`src/rtl/alu_pkg.sv`:
```
// Shared definitions for the multicycle ALU: operation codes and FSM state encoding.
// Used by multicycle_alu and md_unit via import alu_pkg::*.
package alu_pkg;

    localparam logic [3:0] OP_AND  = 4'b0000;
    localparam logic [3:0] OP_OR   = 4'b0001;
    localparam logic [3:0] OP_ADD  = 4'b0010;
    localparam logic [3:0] OP_SUB  = 4'b0110;
    localparam logic [3:0] OP_SLT  = 4'b0111;
    localparam logic [3:0] OP_MULU = 4'b1000;
    localparam logic [3:0] OP_DIVU = 4'b1001;
    localparam logic [3:0] OP_NOR  = 4'b1100;

    typedef enum logic [1:0] {
        IDLE = 2'd0,
        BUSY = 2'd1,
        DONE = 2'd2
    } state_t;

endpackage

```
`src/rtl/md_unit.sv`:
```
// Iterative unsigned multiply / restoring divide datapath, one step per clock.
// Ports:
//   clk, reset     clock and synchronous active-high reset
//   load           latch a/b/is_div and start a WIDTH-step operation
//   is_div         1 = divide (lo=quotient, hi=remainder), 0 = multiply
//   a, b           operands (multiplier/dividend, multiplicand/divisor)
//   lo, hi         value of the working registers after this cycle's step
//   done           high during the cycle in which the final (WIDTH-th) step happens
module md_unit
    import alu_pkg::*;
#(
    parameter int WIDTH = 32
) (
    input  logic             clk,
    input  logic             reset,
    input  logic             load,
    input  logic             is_div,
    input  logic [WIDTH-1:0] a,
    input  logic [WIDTH-1:0] b,
    output logic [WIDTH-1:0] lo,
    output logic [WIDTH-1:0] hi,
    output logic             done
);

    localparam int CNT_W = $clog2(WIDTH) + 1;

    logic             run_q;
    logic             div_q;
    logic [CNT_W-1:0] cnt_q;
    logic [WIDTH-1:0] lo_q, hi_q, b_q;
    logic [WIDTH-1:0] lo_n, hi_n;
    logic [WIDTH:0]   sum, shifted, diff;

    // lo/hi are exposed post-step so the caller can register the final
    // value on the same edge that performs the last step.
    always_comb begin
        sum     = {1'b0, hi_q} + {1'b0, b_q};
        shifted = {hi_q, lo_q[WIDTH-1]};
        diff    = shifted - {1'b0, b_q};
        lo_n    = lo_q;
        hi_n    = hi_q;
        if (div_q) begin
            // Restoring step; b=0 always "fits", giving all-ones quotient and rem=a.
            if (shifted >= {1'b0, b_q}) begin
                hi_n = diff[WIDTH-1:0];
                lo_n = {lo_q[WIDTH-2:0], 1'b1};
            end else begin
                hi_n = shifted[WIDTH-1:0];
                lo_n = {lo_q[WIDTH-2:0], 1'b0};
            end
        end else begin
            // Shift-add: carry of the partial sum shifts into the high word.
            if (lo_q[0]) begin
                {hi_n, lo_n} = {sum, lo_q[WIDTH-1:1]};
            end else begin
                {hi_n, lo_n} = {1'b0, hi_q, lo_q[WIDTH-1:1]};
            end
        end
    end

    assign done = run_q && (cnt_q == CNT_W'(WIDTH - 1));
    assign lo   = lo_n;
    assign hi   = hi_n;

    always_ff @(posedge clk) begin
        if (reset) begin
            run_q <= 1'b0;
            div_q <= 1'b0;
            cnt_q <= '0;
            lo_q  <= '0;
            hi_q  <= '0;
            b_q   <= '0;
        end else if (load) begin
            run_q <= 1'b1;
            div_q <= is_div;
            cnt_q <= '0;
            lo_q  <= a;
            hi_q  <= '0;
            b_q   <= b;
        end else if (run_q) begin
            lo_q  <= lo_n;
            hi_q  <= hi_n;
            cnt_q <= cnt_q + CNT_W'(1);
            if (done) begin
                run_q <= 1'b0;
            end
        end
    end

endmodule

```
`src/rtl/multicycle_alu.sv`:
```
// Registered EX-stage ALU with start/ready/valid handshake.
// Single-cycle ops complete in 1 cycle; mulu/divu take WIDTH+1 cycles via md_unit.
// Ports:
//   clk, reset           clock and synchronous active-high reset
//   start, operation     request and 4-bit op code, sampled when ready=1
//   a, b                 operands, sampled at acceptance
//   ready                request can be accepted this cycle
//   valid_out            one-cycle pulse when result/result_hi/zero update
//   result, result_hi    low word / quotient, high word / remainder (0 for 1-cycle ops)
//   zero                 registered (result == 0)
//   overflow             signed add/sub overflow, present only with ALU_OVERFLOW_EN defined
module multicycle_alu
    import alu_pkg::*;
#(
    parameter int WIDTH = 32
) (
    input  logic             clk,
    input  logic             reset,
    input  logic             start,
    input  logic [3:0]       operation,
    input  logic [WIDTH-1:0] a,
    input  logic [WIDTH-1:0] b,
    output logic             ready,
    output logic             valid_out,
    output logic [WIDTH-1:0] result,
    output logic [WIDTH-1:0] result_hi,
    output logic             zero
`ifdef ALU_OVERFLOW_EN
    ,
    output logic             overflow
`endif
);

    state_t           state_q, state_d;
    logic             accept, is_md;
    logic             valid_d, md_load, md_done;
    logic [WIDTH-1:0] alu_res, res_d, hi_d, md_lo, md_hi;

    assign ready  = (state_q != BUSY);
    assign accept = start && ready;
    assign is_md  = (operation == OP_MULU) || (operation == OP_DIVU);

    always_comb begin
        alu_res = '0;
        case (operation)
            OP_ADD:  alu_res = a + b;
            OP_SUB:  alu_res = a - b;
            OP_AND:  alu_res = a & b;
            OP_OR:   alu_res = a | b;
            OP_NOR:  alu_res = ~(a | b);
            OP_SLT:  alu_res = {{(WIDTH-1){1'b0}}, (a < b)};
            default: alu_res = '0;
        endcase
    end

    always_comb begin
        state_d = state_q;
        valid_d = 1'b0;
        md_load = 1'b0;
        res_d   = md_lo;
        hi_d    = md_hi;
        case (state_q)
            BUSY: begin
                if (md_done) begin
                    state_d = DONE;
                    valid_d = 1'b1;
                end
            end
            // DONE behaves like IDLE so back-to-back requests lose no cycle.
            IDLE, DONE: begin
                state_d = IDLE;
                if (accept) begin
                    if (is_md) begin
                        md_load = 1'b1;
                        state_d = BUSY;
                    end else begin
                        valid_d = 1'b1;
                        res_d   = alu_res;
                        hi_d    = '0;
                    end
                end
            end
            default: state_d = IDLE;
        endcase
    end

    md_unit #(
        .WIDTH(WIDTH)
    ) u_md_unit (
        .clk    (clk),
        .reset  (reset),
        .load   (md_load),
        .is_div (operation == OP_DIVU),
        .a      (a),
        .b      (b),
        .lo     (md_lo),
        .hi     (md_hi),
        .done   (md_done)
    );

    always_ff @(posedge clk) begin
        if (reset) begin
            state_q   <= IDLE;
            valid_out <= 1'b0;
            result    <= '0;
            result_hi <= '0;
            zero      <= 1'b1;
        end else begin
            state_q   <= state_d;
            valid_out <= valid_d;
            if (valid_d) begin
                result    <= res_d;
                result_hi <= hi_d;
                zero      <= (res_d == '0);
            end
        end
    end

`ifdef ALU_OVERFLOW_EN
    logic alu_ovf;

    always_comb begin
        alu_ovf = 1'b0;
        if (operation == OP_ADD) begin
            alu_ovf = (a[WIDTH-1] == b[WIDTH-1]) && (alu_res[WIDTH-1] != a[WIDTH-1]);
        end else if (operation == OP_SUB) begin
            alu_ovf = (a[WIDTH-1] != b[WIDTH-1]) && (alu_res[WIDTH-1] != a[WIDTH-1]);
        end
    end

    // Only 1-cycle results can overflow; mul/div completions clear it.
    always_ff @(posedge clk) begin
        if (reset) begin
            overflow <= 1'b0;
        end else if (valid_d) begin
            overflow <= (state_q != BUSY) && alu_ovf;
        end
    end
`endif

endmodule
```
`config.mk`:
```
export PLATFORM = sky130hd
export DESIGN_NAME = multicycle_alu
export DESIGN_NICKNAME = d
export VERILOG_FILES = /design/src/rtl/alu_pkg.sv /design/src/rtl/md_unit.sv /design/src/rtl/multicycle_alu.sv
export SDC_FILE = /design/constraint.sdc
export NUM_CORES = 1
export LEC_CHECK = 0
export ABC_AREA = 1
export CELL_PAD_IN_SITES_DETAIL_PLACEMENT = 0
export CELL_PAD_IN_SITES_GLOBAL_PLACEMENT = 1
export CORE_UTILIZATION = 25
export CTS_CLUSTER_DIAMETER = 30
export CTS_CLUSTER_SIZE = 10
export DETAILED_ROUTE_END_ITERATION = 12
export PLACE_DENSITY_LB_ADDON = 0.12
export SLEW_MARGIN = 25
export SYNTH_ARGS = -nofsm -noshare
export SYNTH_HDL_FRONTEND = slang
export SYNTH_SLANG_ARGS = --single-unit
```
`constraint.sdc`:
```
create_clock -name clk -period 8.2 [get_ports clk]
set_clock_uncertainty 0.15 [all_clocks]
set_input_delay 1.64 -clock clk [delete_from_list [all_inputs] [get_ports clk]]
set_output_delay 1.64 -clock clk [all_outputs]
set_load 0.01 [all_outputs]
```
======== Word level (Yosys, flattened, before mapping) ========
Index checks and enable logic that the tools add are counted.
operators by class
  add/subtract/negate cells ............... 5
  multiply operators ...................... 0
  div/mod/pow operators ................... 0
  $lt $le $gt $ge ......................... 2
  equal/unequal tests ..................... 12
  shift-type cells ........................ 0
  muxes and demuxes ....................... 29
  bitwise logic cells ..................... 3
  reductions and logical operators ........ 9
operators with widths
  cell                                                              count
  32-bit two-way mux                                                13
  32-bit one-hot mux with 6 select lines                            1
  32-bit subtractor                                                 2
  32-bit by 32-bit adder with 33-bit output                         1
  33-bit by 32-bit >= comparator with 1-bit output                  1
  32-bit adder                                                      1
  32-bit bitwise AND                                                1
  32-bit logical NOT                                                1
  32-bit < comparator                                               1
  32-bit inverter                                                   1
  32-bit bitwise OR                                                 1
  4-bit == test (second input constant)                             3
  1-bit two-way mux                                                 12
  4-bit by 3-bit == test with 1-bit output (second input constant)  2
  6-bit by 1-bit adder with 6-bit output (second input constant)    1
  6-bit by 5-bit == test with 1-bit output (second input constant)  1
  4-bit by 1-bit == test with 1-bit output (second input constant)  1
  4-bit by 2-bit == test with 1-bit output (second input constant)  1
  4-bit logical NOT                                                 1
  2-bit one-hot mux with 2 select lines                             1
  2-bit OR reduction                                                2
  2-bit by 1-bit == test with 1-bit output (second input constant)  1
  2-bit == test (second input constant)                             1
  1-bit logical AND                                                 2
  other kinds (7)                                                   7
word-level totals
  register bits ........................... 172
  latch bits .............................. 0
  RAM bits ................................ 0
  bits in read-only memories .............. 0
  input bits .............................. 71
  output and inout bits ................... 67
  word-level logic and storage cells ...... 71
  memories ................................ 0

======== Depth between registers and ports, before layout ========
Gate-level depths: netlist of run 1.
  depth after elaboration ................. 7
  gate-level depth with buffers ........... 24

======== Cells and area by module ========
Synthesis of run 1 repeated with hierarchy kept, for this count alone.
unflattened totals
  cells, all modules ...................... 3579
  area, all modules ....................... 19954.1 um2
modules (own cells, without submodules)
  module          instances  cells an instance  area each (um2)  seq. area each (um2)
  md_unit         1          1885               10430.0          2082.0
  multicycle_alu  1          1694               9524.1           1361.3

======== Worst setup path after synthesis of run 1 ========
No wires, ideal clock.
  path type ............................... in2reg
  from .................................... input a[0]
  to ...................................... register zero
  library setup time ...................... 0.058 ns
  data arrival time ....................... 3.545 ns
  setup slack ............................. 4.447 ns
  cell stages on the path ................. 22
  path buffers ............................ 0
  cell sequence ........................... ha_1 > inv_1 > fa_1 > inv_1 > nand3_1 > nand2_1 > nand2_1 > nand2_1 > nand2_1 > nand2_1 > nand2_1 > nand3_1 > nand3_1 > nand2_1 > nand2_1 > nor2_1 > nand3_1 > nor2_1 > nand2_1 > nor2_1 > nand2_1 > nand2_1
on the way
  word-level cells in the longest chain between the ends .. 7
  elaborated cells on any way between the ends .. 11
  classes of those cells .................. 2 x add/sub; 1 x order compare; 4 x mux; 3 x bitwise; 1 x reduce/logical
RTL lines
  item                                                       line                   RTL
  start, declared                                            multicycle_alu.sv:21   input logic [WIDTH-1:0] a,
  branches (longest 2 deep; another with 32-bit subtractor)  --
  32-bit one-hot mux with 6 select lines *                   multicycle_alu.sv:45   case (operation)
  32-bit two-way mux *                                       multicycle_alu.sv:73   if (is_md) begin
  32-bit two-way mux *                                       multicycle_alu.sv:72   if (accept) begin
  32-bit two-way mux *                                       multicycle_alu.sv:62   case (state_q)
  32-bit logical NOT *                                       multicycle_alu.sv:114  zero <= (res_d == '0);
  end signal, assigned                                       multicycle_alu.sv:114
  end, declared                                              multicycle_alu.sv:27   output logic zero
Every way passes the cells marked *.
A chain may end at the register's enable or synchronous reset.

======== Final worst setup path of run 1 ========
  from .................................... input b[17]
  to ...................................... register zero
on the way
  word-level cells in the longest chain between the ends .. 7
  elaborated cells on any way between the ends .. 11
  classes of those cells .................. 2 x add/sub; 1 x order compare; 4 x mux; 3 x bitwise; 1 x reduce/logical
RTL lines
  item                                                       line                   RTL
  start, declared                                            multicycle_alu.sv:22   input logic [WIDTH-1:0] b,
  branches (longest 2 deep; another with 32-bit subtractor)  --
  32-bit one-hot mux with 6 select lines *                   multicycle_alu.sv:45
  32-bit two-way mux *                                       multicycle_alu.sv:73
  32-bit two-way mux *                                       multicycle_alu.sv:72
  32-bit two-way mux *                                       multicycle_alu.sv:62
  32-bit logical NOT *                                       multicycle_alu.sv:114
Marked as above.

==> flow_metrics.env, run 1 <==
export IMPL_status="finished, final reports clean"
export IMPL_synth_nets=3358
export IMPL_vias=20700
export IMPL_place_ws_ns=2.37
export IMPL_drt_wl_total_mm=89.8
export IMPL_rsz0062_at_grt="false"
export IMPL_antenna_found_initial=3
export IMPL_dp_hpwl_mm=73.3
export IMPL_start_util=0.254
export IMPL_crit_required_ns=8.46
export IMPL_power_frac_comb=0.405
export IMPL_drtIter0Drc=1991
export IMPL_worstPathArrival_ns=5.76
export IMPL_layoutNonFillerInstCount=4124
export IMPL_setup_ws_ns=2.69
export IMPL_period_needed_ns=5.51
export IMPL_p_sw_w=0.00127
export IMPL_cp_slowest_stage_delay_ns=0.68
export IMPL_worst_slew_pin_transition_ns=1.00
export IMPL_wl_per_cell_microns=21.8
export IMPL_path_clk_slew_ns=0.08
export IMPL_drive_gt1_frac=0.0258
export IMPL_hold_viol_final=0
export IMPL_clock_sinks=172
export IMPL_synthSimpleGateAreaFrac=0.314
export IMPL_grt_usage=0.238
export IMPL_clockPowerShare=0.284
export IMPL_seqPwrFrac=0.311
export IMPL_synth_async_sr_flop_share=0
export IMPL_yosysSeqAreaShare=0.189
export IMPL_cts_setup_buffers=0
export IMPL_slew_headroom=0.332
export IMPL_vias_per_cell=5.01
export IMPL_drcViolationCount=0
export IMPL_syn_inst=3105
export IMPL_grt_pass1_vias=19400
export IMPL_post_route_period_util=0.672
export IMPL_port_buffers=137
export IMPL_timing_hold_ws_ns=0.319
export IMPL_grt_overflow=0
export IMPL_yosysWarnings=0
export IMPL_cts_made_buffers=17
export IMPL_synth_area_per_cell_sq_um=5.88
export IMPL_drv_cap=0
export IMPL_ys_seq_elements=172
export IMPL_cpMaxStageDelayCell="clkdlybuf4s50_1"
export IMPL_synth_ff_type="dfxtp_1"
export IMPL_h_tree_depth=4
export IMPL_yosysUniqueCellTypes=52
export IMPL_yosysTopAreaCell="dfxtp_1"
export IMPL_coreArea_sq_mm=0.0719
export IMPL_dp_cells=4091
export IMPL_clk_insertion_delay_late_ns=0.47
export IMPL_row_count=98
export IMPL_peakVddDrop_uv=112
export IMPL_cts_path_max_buffers=2
export IMPL_path_class="in -> reg"
export IMPL_p_int_w=0.00165
export IMPL_ios=138
export IMPL_fin_tns_setup_ns=0
export IMPL_first_pass_iters=6
export IMPL_final_common_cell="nand2_1"
export IMPL_grt_pass1_wl_mm=130
export IMPL_synth_top_family_by_area="simple AND/OR/NAND/NOR gates"
export IMPL_switching_share=0.435
export IMPL_cts_hold_buf=0
export IMPL_die_y_microns=272
export IMPL_synth_xor_area_frac=0.0226
export IMPL_mostFrequentLayoutCells="770 x nand2_1, 521 x inv_1, 274 x nor2_1, 263 x a21oi_1, 241 x nand3_1"
export IMPL_fin_util=0.292
export IMPL_crit_fanout=8
export IMPL_max_freq_ghz=0.182
export IMPL_synth_top_cell_area_share=0.189
export IMPL_startpoint_type="input pin"
export IMPL_finalMaxSlewViolations=0
export IMPL_cts_root_buffer="clkbuf_16"
export IMPL_nets=3413
export IMPL_flow_area_growth_from_synthesis_pct=15.1
export IMPL_hold_class="reg -> reg"
export IMPL_muxShareOfSynthArea=0.00274
export IMPL_grt_max_degree=94
export IMPL_leakage_nw=10.7
export IMPL_dieArea_sq_mm=0.0741
export IMPL_die_width_microns=272
export IMPL_cp_cell_sequence="clkdlybuf4s50_1 -> inv_1 -> ha_1 -> nand2_1 -> nor2_1 -> inv_1 -> nor2_1 -> nand4_1 -> nand3_1 -> nand2_1 -> nand3_1 -> nand3_1 -> a21oi_1 -> nand2_1 -> nor2_1 -> nand2_1 -> nor2_1 -> nand2_1 -> nand2_1"
export IMPL_synth_area_leaders="dfxtp_1 19%, nand2_1 16%, ha_1 12%"
export IMPL_ant_nets=0
export IMPL_end_kind="flip-flop"
export IMPL_syn_area_sq_mm=0.0182
export IMPL_synth_edf_count=0
export IMPL_cp_common_cell="nand2_1"
export IMPL_power_density_mw_per_mm2=139
export IMPL_cts_tree="yes"
export IMPL_cts_resized=0
export IMPL_synth_compound_area_frac=0.207
export IMPL_synthAdderAreaFrac=0.126
export IMPL_routabilityCongestion=0.964
export IMPL_setup_viol=0
==> routing by layer <==
layer | GRT usage | share of wire | up-vias
met2 | 0.359 | 0.42 | 730
met5 | 0 | 0.00012 | -
met3 | 0.0462 | 0.069 | 65
met1 | 0.346 | 0.49 | 9696
li1 | - | - | 10200
met4 | 0.0529 | 0.020 | 2
==> critical path: cells and delay by family <==
family / cells / cell delay (ns)
fa+ha+maj: 1 / 0.53
compound gates: 1 / 0.56
buf+inv: 3 / 0.89
simple gates: 14 / 2.12
==> cells by family after synthesis <==
| logic type | after synthesis |
|---|---|
| buffers and inverters | 648 |
| multiplexers | 5 |
| AO/OA/AOI/OAI | 665 |
| XOR/XNOR | 47 |
| adder cells (fa/ha/maj) | 182 |
| flip-flops | 172 |
| AND/OR/NAND/NOR | 1386 |
==> Yosys cell counts, types with 15 or more instances <==
master,instances
nor2_1,275
nand2_1,771
a21o_1,19
or2_2,15
inv_1,524
nand4_1,30
nor3_1,31
a21oi_1,263
nand3_1,242
o221ai_1,19
o211ai_1,29
o21ai_0,182
ha_1,178
buf_2,32
xnor2_1,17
xor2_1,30
clkbuf_1,70
dfxtp_1,172
o21bai_1,40
o21ai_1,33
o22ai_1,40
==> power groups by stage <==
| stage | logic [W] | clock network [W] | registers [W] |
|---|---|---|---|
| after detailed placement | 0.00116 | 0 | 0.000923 |
| after global routing | 0.00130 | 0.000897 | 0.000908 |
| after global placement | 0.00117 | 0 | 0.000924 |
| final | 0.00118 | 0.000828 | 0.000905 |
| after floorplan | 0.000737 | 0 | 0.000911 |
| after CTS | 0.00117 | 0.000858 | 0.000904 |
==> registers in the layout, indices dropped and copies added, names as in the netlist <==
register and count:
state_q 2, u_md_unit.cnt_q 6, zero 1, u_md_unit.lo_q 32, result_hi 32, u_md_unit.b_q 32
valid_out 1, result 32, u_md_unit.div_q 1, u_md_unit.run_q 1, u_md_unit.hi_q 32
==> metrics by stage <==
| stage | total power [W] | instance area [sq um] |
|---|---|---|
| after floorplan | 0.00165 | 18200 |
| after global placement | 0.00210 | 20400 |
| after detailed placement | 0.00209 | 20400 |
| after CTS | 0.00293 | 21000 |
| after global routing | 0.00310 | 21000 |
| final | 0.00291 | 21000 |
==> path summary, 6_finish.rpt <==
| kind | to | slack [ns] | startpoint | cells past startpoint |
|---|---|---|---|---|
| worst max register to register | u_md_unit.hi_q[1] | 4.53 | u_md_unit.b_q[8] | 16 |
| worst max-delay path | zero | 2.69 | b[17] | 19 |
| worst min register to register | result_hi[11] | 0.32 | result_hi[11] | 2 |
| worst min-delay path | result_hi[11] | 0.32 | result_hi[11] | 2 |
==> area by class of cell <==
| class | count | area [sq um] |
|---|---|---|
| clock inverters | 13 | 133 |
| diodes | 1 | 2.50 |
| clock buffers | 19 | 433 |
| multi-input cells | 2285 | 12300 |
| inverters | 529 | 1990 |
| fillers | 8248 | 50800 |
| repair buffers | 155 | 1510 |
| well taps | 950 | 1190 |
| flip-flops and latches | 172 | 3440 |
(Power assumes the default switching activity.)
==> inputs of run 2 (changes only) <==
- clock period: 8.2 -> 5.13 ns (I/O delays scaled with it)
==> flow_metrics.env, run 2 (same netlist as run 1, synthesis figures left out) <==
export IMPL_power_density_mw_per_mm2=222
export IMPL_grt_pass1_vias=20200
export IMPL_grt_max_degree=64
export IMPL_peakVddDrop_uv=198
export IMPL_period_needed_ns=4.81
export IMPL_first_pass_iters=6
export IMPL_drcViolationCount=0
export IMPL_max_freq_ghz=0.208
export IMPL_crit_fanout=8
export IMPL_rsz0062_at_grt="false"
export IMPL_final_common_cell="nand2_1"
export IMPL_leakage_nw=11.1
export IMPL_cp_top_family="simple AND/OR/NAND/NOR gates"
export IMPL_crit_required_ns=5.41
export IMPL_cp_common_cell="nand2_1"
export IMPL_grt_overflow=0
export IMPL_layoutNonFillerInstCount=4197
export IMPL_row_count=98
export IMPL_post_route_period_util=0.937
export IMPL_drtIter0Drc=1947
export IMPL_ios=138
export IMPL_setup_viol=0
export IMPL_worstPathArrival_ns=5.09
export IMPL_dieArea_sq_mm=0.0741
export IMPL_cp_slowest_stage_delay_ns=0.70
export IMPL_end_kind="flip-flop"
export IMPL_start_util=0.254
export IMPL_drive_gt1_frac=0.0487
export IMPL_p_total_w=0.00480
export IMPL_vias=21100
export IMPL_clock_sinks=172
export IMPL_path_clk_slew_ns=0.08
export IMPL_die_y_microns=272
export IMPL_cts_resized=0
export IMPL_cts_setup_buffers=0
export IMPL_vias_per_cell=5.03
export IMPL_h_tree_depth=4
export IMPL_fillCellCount=8197
export IMPL_status="finished, final reports clean"
export IMPL_drv_cap=0
export IMPL_hold_class="reg -> reg"
export IMPL_detailed_place_area_sq_mm=0.0210
export IMPL_diodes=0
export IMPL_dp_cells=4165
export IMPL_timing_hold_ws_ns=0.316
export IMPL_cpMaxStageDelayCell="clkdlybuf4s50_1"
export IMPL_path_class="in -> reg"
export IMPL_hold_viol_final=0
export IMPL_nets=3487
export IMPL_cts_path_max_buffers=2
export IMPL_routabilityCongestion=0.987
export IMPL_slew_headroom=0.385
export IMPL_finalMaxSlewViolations=0
export IMPL_wl_per_cell_microns=22.3
export IMPL_drt_wl_total_mm=93.5
export IMPL_die_width_microns=272
export IMPL_dp_hpwl_mm=77.7
export IMPL_crit_buf_inv=3
export IMPL_clk_insertion_delay_late_ns=0.48
export IMPL_grt_usage=0.249
export IMPL_cts_tree="yes"
export IMPL_fin_area_sq_mm=0.0216
export IMPL_coreArea_sq_mm=0.0719
export IMPL_ant_nets=0
export IMPL_cts_root_buffer="clkbuf_16"
export IMPL_cp_cell_sequence="clkdlybuf4s50_1 -> inv_1 -> ha_1 -> nand2_1 -> nor2_2 -> inv_1 -> nor2_1 -> nand4_1 -> nand3_1 -> nand2_1 -> nand3_1 -> nand3_1 -> a21oi_2 -> nand2_1 -> nor2_1 -> nand2_1 -> nor2_1 -> nand2_1 -> nand2_1"
export IMPL_mostFrequentLayoutCells="770 x nand2_1, 523 x inv_1, 272 x nor2_1, 262 x a21oi_1, 242 x nand3_1"
export IMPL_flow_area_growth_from_synthesis_pct=18.5
export IMPL_fin_tns_setup_ns=0
export IMPL_worst_slew_pin_transition_ns=0.913
export IMPL_port_buffers=137
export IMPL_grt_pass1_wl_mm=136
export IMPL_antenna_found_initial=2
export IMPL_startpoint_type="input pin"
export IMPL_cts_hold_buf=0
export IMPL_cts_made_buffers=17
[run 2: cell types whose count changed in the layout (fill, tap and decap cells not counted), sizes merged]
cell / previous run / this run
clkbuf: 19 / 18
diode: 1 / 0
buf: 18 / 92
clkinv: 7 / 6
clkinvlp: 3 / 1
inv: 531 / 535
[run 2: path summary, 6_finish.rpt]
check / start / endpoint / slack, ns / depth (start not counted)
max: b[17] / zero / 0.32 / 19
min: result_hi[11] / result_hi[11] / 0.32 / 2
max reg2reg: u_md_unit.div_q / zero / 1.03 / 10
min reg2reg: result_hi[11] / result_hi[11] / 0.32 / 2
[run 2: worst reg2reg max path, stage by stage, from the launching register on]
cell,delay (ns)
dfxtp_2,0.82
clkinv_1,0.95
o21ai_0,1.04
nor2_1,0.17
a21oi_1,0.40
nand2_1,0.09
nor2_1,0.12
nand2_1,0.10
nor2_1,0.12
nand2_1,0.06
nand2_1,0.05
[run 2: per-stage QoR]
step	util	setup WS, ns
after floorplan	-	1.99
after global placement	0.293	-0.343
after detailed placement	0.293	-0.256
after CTS	0.301	0.246
after global routing	0.301	0.103
final	0.301	0.325
[run 2: layout make-up]
class | count | area (sq um) | share of cell area
multi-input combinational | 2285 | 12300 | 0.570
sequential | 172 | 3440 | 0.159
timing repair buffer | 229 | 2100 | 0.0971
inverter | 529 | 1990 | 0.0919
tap | 950 | 1190 | 0.0550
clock buffer | 18 | 439 | 0.0203
clock inverter | 14 | 146 | 0.00677
[run 2: where the power goes]
| group | switching [W] | internal, W |
|---|---|---|
| Sequential | 0.0000607 | 0.00139 |
| Combinational | 0.00135 | 0.000616 |
| Clock | 0.000682 | 0.000702 |
[run 2: routing by layer]
layer  up-vias  global-route usage  wire length, microns
met2       746               0.377                 39400
li1      10300                   -                     -
met1     10000               0.369                 46500
met4         0              0.0609                  1930
met3        60              0.0318                  5680
met5         -                   0                     0
